## src/rtl/pipeline_hazard_controller_pkg.sv

```systemverilog
// Shared encodings for the pipeline hazard controller slice.
package pipeline_hazard_controller_pkg;

    typedef enum logic [1:0] {
        ST_RUN   = 2'd0,
        ST_MWAIT = 2'd1,
        ST_FAULT = 2'd2
    } hazState_t;

    localparam logic [4:0] REG_ZERO = 5'd0;

    // Load-use hazard: a load in EX writes a register the ID instruction reads.
    // Register zero is hardwired, so it never creates a dependency.
    function automatic logic loadUse(input logic [4:0] exRd, input logic exMemRead,
                                     input logic [4:0] idRs, input logic [4:0] idRt,
                                     input logic idUsesRt);
        return exMemRead && (exRd != REG_ZERO) &&
               ((exRd == idRs) || (idUsesRt && (exRd == idRt)));
    endfunction

endpackage

```

## src/rtl/pipeline_hazard_controller_sat_counter.sv

```systemverilog
// Saturating up-counter with synchronous clear; holds at all-ones.
module sat_counter #(
    parameter int W = 16
) (
    input  logic         clock,
    input  logic         clear,
    input  logic         en,
    output logic [W-1:0] q
);

    // Count enabled events, stick at the maximum instead of wrapping.
    always_ff @(posedge clock) begin
        if (clear)
            q <= '0;
        else if (en && (q != {W{1'b1}}))
            q <= q + 1'b1;
    end

endmodule

```

## src/rtl/pipeline_hazard_controller.sv

```systemverilog
// Stage enable/flush sequencing for the 5-stage pipeline: load-use bubbles,
// MEM redirects, multi-cycle data-memory waits with timeout supervision.
module pipeline_hazard_controller
    import pipeline_hazard_controller_pkg::*;
#(
    parameter int TIMEOUT = 64,
    parameter int CNT_W   = 16
) (
    input  logic             clock,
    input  logic             reset,
    input  logic [4:0]       id_rs,
    input  logic [4:0]       id_rt,
    input  logic             id_uses_rt,
    input  logic [4:0]       ex_rd,
    input  logic             ex_memread,
    input  logic             mem_redirect,
    input  logic             mem_access,
    input  logic             mem_ready,
    output logic             pc_we,
    output logic             ifid_we,
    output logic             idex_we,
    output logic             exmem_we,
    output logic             memwb_we,
    output logic             ifid_flush,
    output logic             idex_flush,
    output logic             exmem_flush,
    output logic             fault,
    output logic [1:0]       state,
    output logic [CNT_W-1:0] lu_cnt,
    output logic [CNT_W-1:0] redir_cnt,
    output logic [CNT_W-1:0] wait_cnt_tot
);

    hazState_t        stateQ;
    logic [CNT_W-1:0] waitCnt;
    logic             lu, mw, frozen, active;
    logic             luEv, redirEv, waitEv;

    assign lu     = loadUse(ex_rd, ex_memread, id_rs, id_rt, id_uses_rt);
    assign mw     = mem_access && !mem_ready;
    // Once waiting, only mem_ready releases the freeze.
    assign frozen = (stateQ == ST_MWAIT) ? !mem_ready : mw;
    assign active = !reset && (stateQ != ST_FAULT);

    assign waitEv  = active && frozen;
    assign redirEv = active && !frozen && mem_redirect;
    // A redirect squashes the EX load, so its bubble is not needed.
    assign luEv    = active && !frozen && !mem_redirect && lu;

    assign fault = !reset && (stateQ == ST_FAULT);
    assign state = stateQ;

    // Stage enables/flushes by priority: reset, fault, freeze, redirect, load-use.
    always_comb begin
        {pc_we, ifid_we, idex_we, exmem_we, memwb_we} = 5'b11111;
        {ifid_flush, idex_flush, exmem_flush}         = 3'b000;
        if (reset) begin
            {pc_we, ifid_we, idex_we, exmem_we, memwb_we} = 5'b00000;
            {ifid_flush, idex_flush, exmem_flush}         = 3'b111;
        end else if (stateQ == ST_FAULT || frozen) begin
            {pc_we, ifid_we, idex_we, exmem_we, memwb_we} = 5'b00000;
        end else if (mem_redirect) begin
            {ifid_flush, idex_flush, exmem_flush} = 3'b111;
        end else if (lu) begin
            pc_we      = 1'b0;
            ifid_we    = 1'b0;
            idex_flush = 1'b1;
        end
    end

    // FSM plus consecutive-wait counter; FAULT is left only through reset.
    always_ff @(posedge clock) begin
        if (reset) begin
            stateQ  <= ST_RUN;
            waitCnt <= '0;
        end else begin
            case (stateQ)
                ST_RUN: begin
                    if (mw) begin
                        stateQ  <= ST_MWAIT;
                        waitCnt <= CNT_W'(1);
                    end
                end
                ST_MWAIT: begin
                    if (mem_ready) begin
                        stateQ  <= ST_RUN;
                        waitCnt <= '0;
                    end else if (waitCnt == CNT_W'(TIMEOUT - 1)) begin
                        stateQ <= ST_FAULT;
                    end else begin
                        waitCnt <= waitCnt + 1'b1;
                    end
                end
                default: stateQ <= ST_FAULT;
            endcase
        end
    end

    sat_counter #(.W(CNT_W)) uLuCnt (
        .clock(clock), .clear(reset), .en(luEv), .q(lu_cnt)
    );

    sat_counter #(.W(CNT_W)) uRedirCnt (
        .clock(clock), .clear(reset), .en(redirEv), .q(redir_cnt)
    );

    sat_counter #(.W(CNT_W)) uWaitCnt (
        .clock(clock), .clear(reset), .en(waitEv), .q(wait_cnt_tot)
    );

endmodule

```

## config.mk

```make
export PLATFORM = sky130hd
export DESIGN_NAME = pipeline_hazard_controller
export DESIGN_NICKNAME = d
export VERILOG_FILES = /design/src/rtl/pipeline_hazard_controller_pkg.sv /design/src/rtl/pipeline_hazard_controller_sat_counter.sv /design/src/rtl/pipeline_hazard_controller.sv
export SDC_FILE = /design/constraint.sdc
export NUM_CORES = 1
export LEC_CHECK = 0
export ABC_AREA = 1
export BUFFER_PORTS_ARGS = -buffer_cell sky130_fd_sc_hd__clkbuf_2
export CAP_MARGIN = 20
export CORE_MARGIN = 2
export CORE_UTILIZATION = 60
export DETAILED_ROUTE_END_ITERATION = 12
export PLACE_DENSITY = 0.85
export SYNTH_ARGS = -nofsm -noshare
export SYNTH_HDL_FRONTEND = slang
export SYNTH_HIERARCHICAL = 1
export SYNTH_SLANG_ARGS = --single-unit
```

## constraint.sdc

```tcl
create_clock -name clock -period 5 [get_ports clock]
set_clock_uncertainty 0.15 [all_clocks]
set_input_delay 0.25 -clock clock [delete_from_list [all_inputs] [get_ports clock]]
set_output_delay 0.25 -clock clock [all_outputs]
set_load 0.02 [all_outputs]
```

After elaboration in Yosys (flattened, before gate mapping)
Cells that the tools add are included.
- register bits after elaboration: 66
- logic and storage cells: 68
- output and inout port bits: 59
- bits of input ports: 22
- multiplexer cells: 22
- $add $sub $neg: 4
- reductions and logical operators: 25
- equality and inequality tests: 12
- operators with widths (cell ; number):
    16-bit by 1-bit adder with 16-bit output (second input constant) ; 4
    16-bit 2-to-1 mux ; 3
    16-bit inequality test (second input constant) ; 3
    16-bit one-hot mux with 2 select lines ; 1
    16-bit by 6-bit equality test with 1-bit output (second input constant) ; 1
    1-bit logical AND ; 14
    1-bit 2-to-1 mux ; 14
    5-bit equality test ; 2
    2-bit 2-to-1 mux ; 3
    5-bit nonzero test ; 1
    1-bit zero test ; 4
    2-bit inequality test (second input constant) ; 2
    2-bit one-hot mux with 2 select lines ; 1
    3-bit by 2-bit inequality test with 1-bit output (second input constant) ; 1
    3-bit inequality test (second input constant) ; 1
    3-bit AND reduction ; 1
    2-bit by 1-bit equality test with 1-bit output (second input constant) ; 1
    2-bit equality test (second input constant) ; 1
    2-bit zero test ; 1
    1-bit logical OR ; 2
    2-bit AND reduction ; 1
    2-bit nonzero test ; 1

Depth between registers and ports, before layout
- word-level depth: 8
- mapped depth: 16
- depth with buffers taken out: 15

Hierarchy
Netlist, hierarchy kept.
- modules (own cells, without submodules) (module ; area each (sq um) ; sequential area each (sq um) ; cells each ; instances):
    sat_counter ; 929.6 ; 320.3 ; 149 ; 3
    pipeline_hazard_controller ; 1497.7 ; 360.3 ; 239 ; 1

Worst setup path before layout
Ideal clock, no wire load.
- kind: register to register
- from: register stateQ[1], in the netlist state[1]
- to: register uLuCnt.q[13]
- stages on the path, launching flop included: 14
- path slack: 2.920 ns
- arrival: 1.814 ns
- period minus slack after synthesis: 2.080 ns
- data required time: 4.735 ns
- setup time: 0.115 ns
- buffers on the path: 1
- cells stage by stage: dfxtp_1 -> nor2_4 -> nand2_4 -> nand2_1 -> nor2_1 -> nand2_1 -> nor2_1 -> buf_2 -> nand3_1 -> or2_0 -> nor2_1 -> nand3_1 -> nand2_1 -> nor2_1
- cells in the longest elaborated chain, start to end: 7
- elaborated cells between the ends (all ways): 9
- classes of those cells: eq/ne (2); mux (1); reduce/logical (6)
- ends and longest elaborated chain (element ; line ; source):
    from (decl) ; pipeline_hazard_controller.sv:34 ; hazState_t stateQ;
    from (signal assigned) ; pipeline_hazard_controller.sv:74 ; stateQ <= ST_RUN;
    from (signal assigned) ; pipeline_hazard_controller.sv:80 ; stateQ <= ST_MWAIT;
    from (signal assigned) ; pipeline_hazard_controller.sv:86 ; stateQ <= ST_RUN;
    2-bit by 1-bit equality test with 1-bit output ; pipeline_hazard_controller.sv:42 ; assign frozen = (stateQ == ST_MWAIT) ? !mem_ready : mw;
    1-bit 2-to-1 mux ; pipeline_hazard_controller.sv:42 ;
    1-bit zero test ; pipeline_hazard_controller.sv:48 ; assign luEv = active && !frozen && !mem_redirect && lu;
    1-bit logical AND * (3 in a row) ; pipeline_hazard_controller.sv:48 ;
    named net luEv ; pipeline_hazard_controller.sv:37 ; logic luEv, redirEv, waitEv;
    1-bit logical AND * ; pipeline_hazard_controller_sat_counter.sv:15 ; else if (en && (q != {W{1'b1}}))
    to (signal assigned) ; pipeline_hazard_controller_sat_counter.sv:16 ; q <= q + 1'b1;
    to (decl) ; pipeline_hazard_controller_sat_counter.sv:8 ; output logic [W-1:0] q
Mark *: on every way through the listed nets, which the timed path passes. The rest lies on a longest branch.
A chain may end at the register's enable or synchronous reset.

Final worst setup path
Same ends and word-level chain as after synthesis.

==> results.yml <==
route:
  routed_via_density: 5.26
  m1WireLength_um: 4290
  num_vias: 4547
  wirelength_um: 9940
  top_layer_used: "met4"
  met3_length_um: 618
  drt-pass1-iter-count: 5
  postRouteAntennaNets: 0
  wl_met2_um: 4880
  route.detailed.drc: 0
  wl_per_cell_um: 11.5
  first_iter_violations: 181
place:
  dpl_cell_area_um2: 4690
  portBuffers: 80
  dp_hpwl_um: 7380
  place.gp.congestion: 0.900
critical_path:
  cp_slowest_cell: "nor2_1"
  crit_chain: "nor2_4 -> nand2_4 -> nand2_1 -> nor2_1 -> nand2_1 -> nor2_1 -> nand3_1 -> or2_0 -> nor2_1 -> nand3_1 -> nand2_1 -> nor2_1"
  critical_path_required_ps: 5090
  critical_path_class: "reg -> reg"
  crit_arrival_ps: 2590
  path_delay_family: "simple AND/OR/NAND/NOR gates"
  cp-start-kind: "flop"
  cp_num_buf_inv: 0
  endpoint_kind: "flop"
  crit_top_cell: "nor2_1"
  crit_path_max_incr_delay_ps: 510
  cp_max_fo: 8
sta:
  hold_viol: 0
  rsz0062_at_grt: "no"
  final-setup-viol-count: 0
  fin_setup_tns_ps: 0
  post-route-period-util: 0.501
  period_minus_slack_ps: 2500
  tightest_slew_ps: 619
  drv_slew: 0
  max_freq_mhz: 399
  hold_ws_ps: 25.1
  slew_headroom: 0.586
global_routing:
  grt_pass1_vias: 4063
  grt-ovfl-total: 0
  grt_max_degree: 18
  track_usage: 0.264
  grt_pass1_wl_um: 16800
  antenna_found_initial: 0
yosys:
  synthTopCellsByArea: "dfxtp_1, nand2_1, nor2_1, nand3_1, inv_1"
  synth-seq-cells: 66
  synth_flop_cell: "dfxtp_1"
  netlist_area_um2: 4290
  synth.largest_area_cell: "dfxtp_1"
  yosysWarnings: 6
  yosysUniqueCellTypes: 34
  synth-async-reset-ratio: 0
  synth_edf_count: 0
  postSynthCellCount: 686
  yosysSeqAreaShare: 0.308
  syn-num-nets: 712
  syn_area_per_cell_um2: 6.25
  synth_top_area_share: 0.308
cells_and_area:
  fin_util: 0.714
  design_area_um2: 4900
  syn_to_final_growth_pct: 14.4
  n_antenna_cell: 0
  layout_common_cells: "nand2_1, nor2_1, clkbuf_2, dfxtp_1, inv_1"
  final_common_cell: "nand2_1"
  final_net_count: 789
  layout-drive-gt1-share: 0.212
floorplan:
  core_area_um2: 6870
  die_x_um: 88.5
  rows: 30
  num_io_pins: 81
  dieArea_um2: 7840
  start_util: 0.624
  die_h_um: 88.5
clock_tree:
  path_clk_slew_ps: 70
  cts-buffers-inserted: 9
  clock_latency_ps: 350
  cts_tree: "yes"
  postCtsSetupBuffers: 0
  htreeDepth: 3
  ctsResizeCount: 0
  cts.path.max_buffers: 2
  clock-sinks: 66
  hold_buffers: 0
  clockRootBuffer: "clkbuf_8"
pwr:
  p_sw_frac: 0.246
  leakagePower_nw: 2.13
  p_int_uw: 844
  switchingPower_uw: 275
  vdd_drop_max_mv: 0.126
  power.total_mw: 1.12
  clkPwrFrac: 0.432
  power.density_nw_per_um2: 228
  sequentialPowerShare: 0.479
  combPwrFrac: 0.089
run_status:
  status: "complete, no violations"
hold_path:
  hold_path.class: "in -> reg"
flow_run:
  drv_cap: 0
power groups by stage:
stage / Clock [mW] / Sequential [mW] / Combinational (mW)
floorplan: 0 / 0.550 / 0.0729
global placement: 0 / 0.548 / 0.0957
detailed placement: 0 / 0.548 / 0.0987
CTS: 0.495 / 0.536 / 0.0992
global route: 0.518 / 0.536 / 0.111
finish: 0.484 / 0.536 / 0.0993
state kept, by name, summed over array words and instances, names as in the netlist:
register,count
uLuCnt/q,16
waitCnt,16
uRedirCnt/q,16
state,2
uWaitCnt/q,16
metrics by stage:
stage          cells  setup WS (ps)
6_report         864           2500
4_1_cts          864           2490
3_3_place_gp     848           2680
5_1_grt          864           2200
3_5_place_dp     848           2480
2_1_floorplan    686           2920
logic make-up after synthesis:
group | count (synthesis) | share of synthesized area
compound gates | 46 | 0.0622
xor+xnor | 7 | 0.0143
fa+ha+maj | 4 | 0.0117
buf+inv | 75 | 0.0814
flops | 66 | 0.308
simple gates | 488 | 0.522
Yosys cell counts (2+ instances only):
library cell	count
nand2_1	198
nor2_1	144
dfxtp_1	66
inv_1	57
nand3_1	55
nor2_2	31
a21oi_1	28
nand4_1	23
nand2_2	13
nor2_4	9
a21oi_2	7
o21ai_0	6
xor2_1	6
buf_2	4
buf_4	4
ha_1	4
nor3_1	4
clkbuf_4	3
nor2_8	3
or2_0	3
buf_6	2
clkinv_1	2
nand3_4	2
o21bai_1	2
tightest hold or removal path: cells and delay by family:
family                 cells  cell delay [ps]
AOI/OAI and AO/OA          1               60
buffers and inverters      1               90
and+or+nand+nor            1               70
routing by layer:
layer,vias to the layer above,track usage
li1,2318,-
met1,2044,0.315
met2,168,0.468
met3,17,0.0466
met4,0,0.109
met5,-,0
worst paths after layout:
kind | slack (ps) | depth (start not counted) | end | startpoint
max | 2500 | 12 | uLuCnt/q[13] | state[1]
min | 30 | 3 | state[0] | mem_access
max reg2reg | 2500 | 12 | uLuCnt/q[13] | state[1]
min reg2reg | 360 | 2 | waitCnt[15] | waitCnt[15]
cell type report:
type                       count  area [um^2]
timing repair buffer          80          400
clock buffer                  11          131
tap                           96          120
inverter                      61          234
fill                         553         1970
sequential                    66         1320
multi-input combinational    545         2620
clock inverter                 5         78.8
Power figures use the tool's default switching activity.
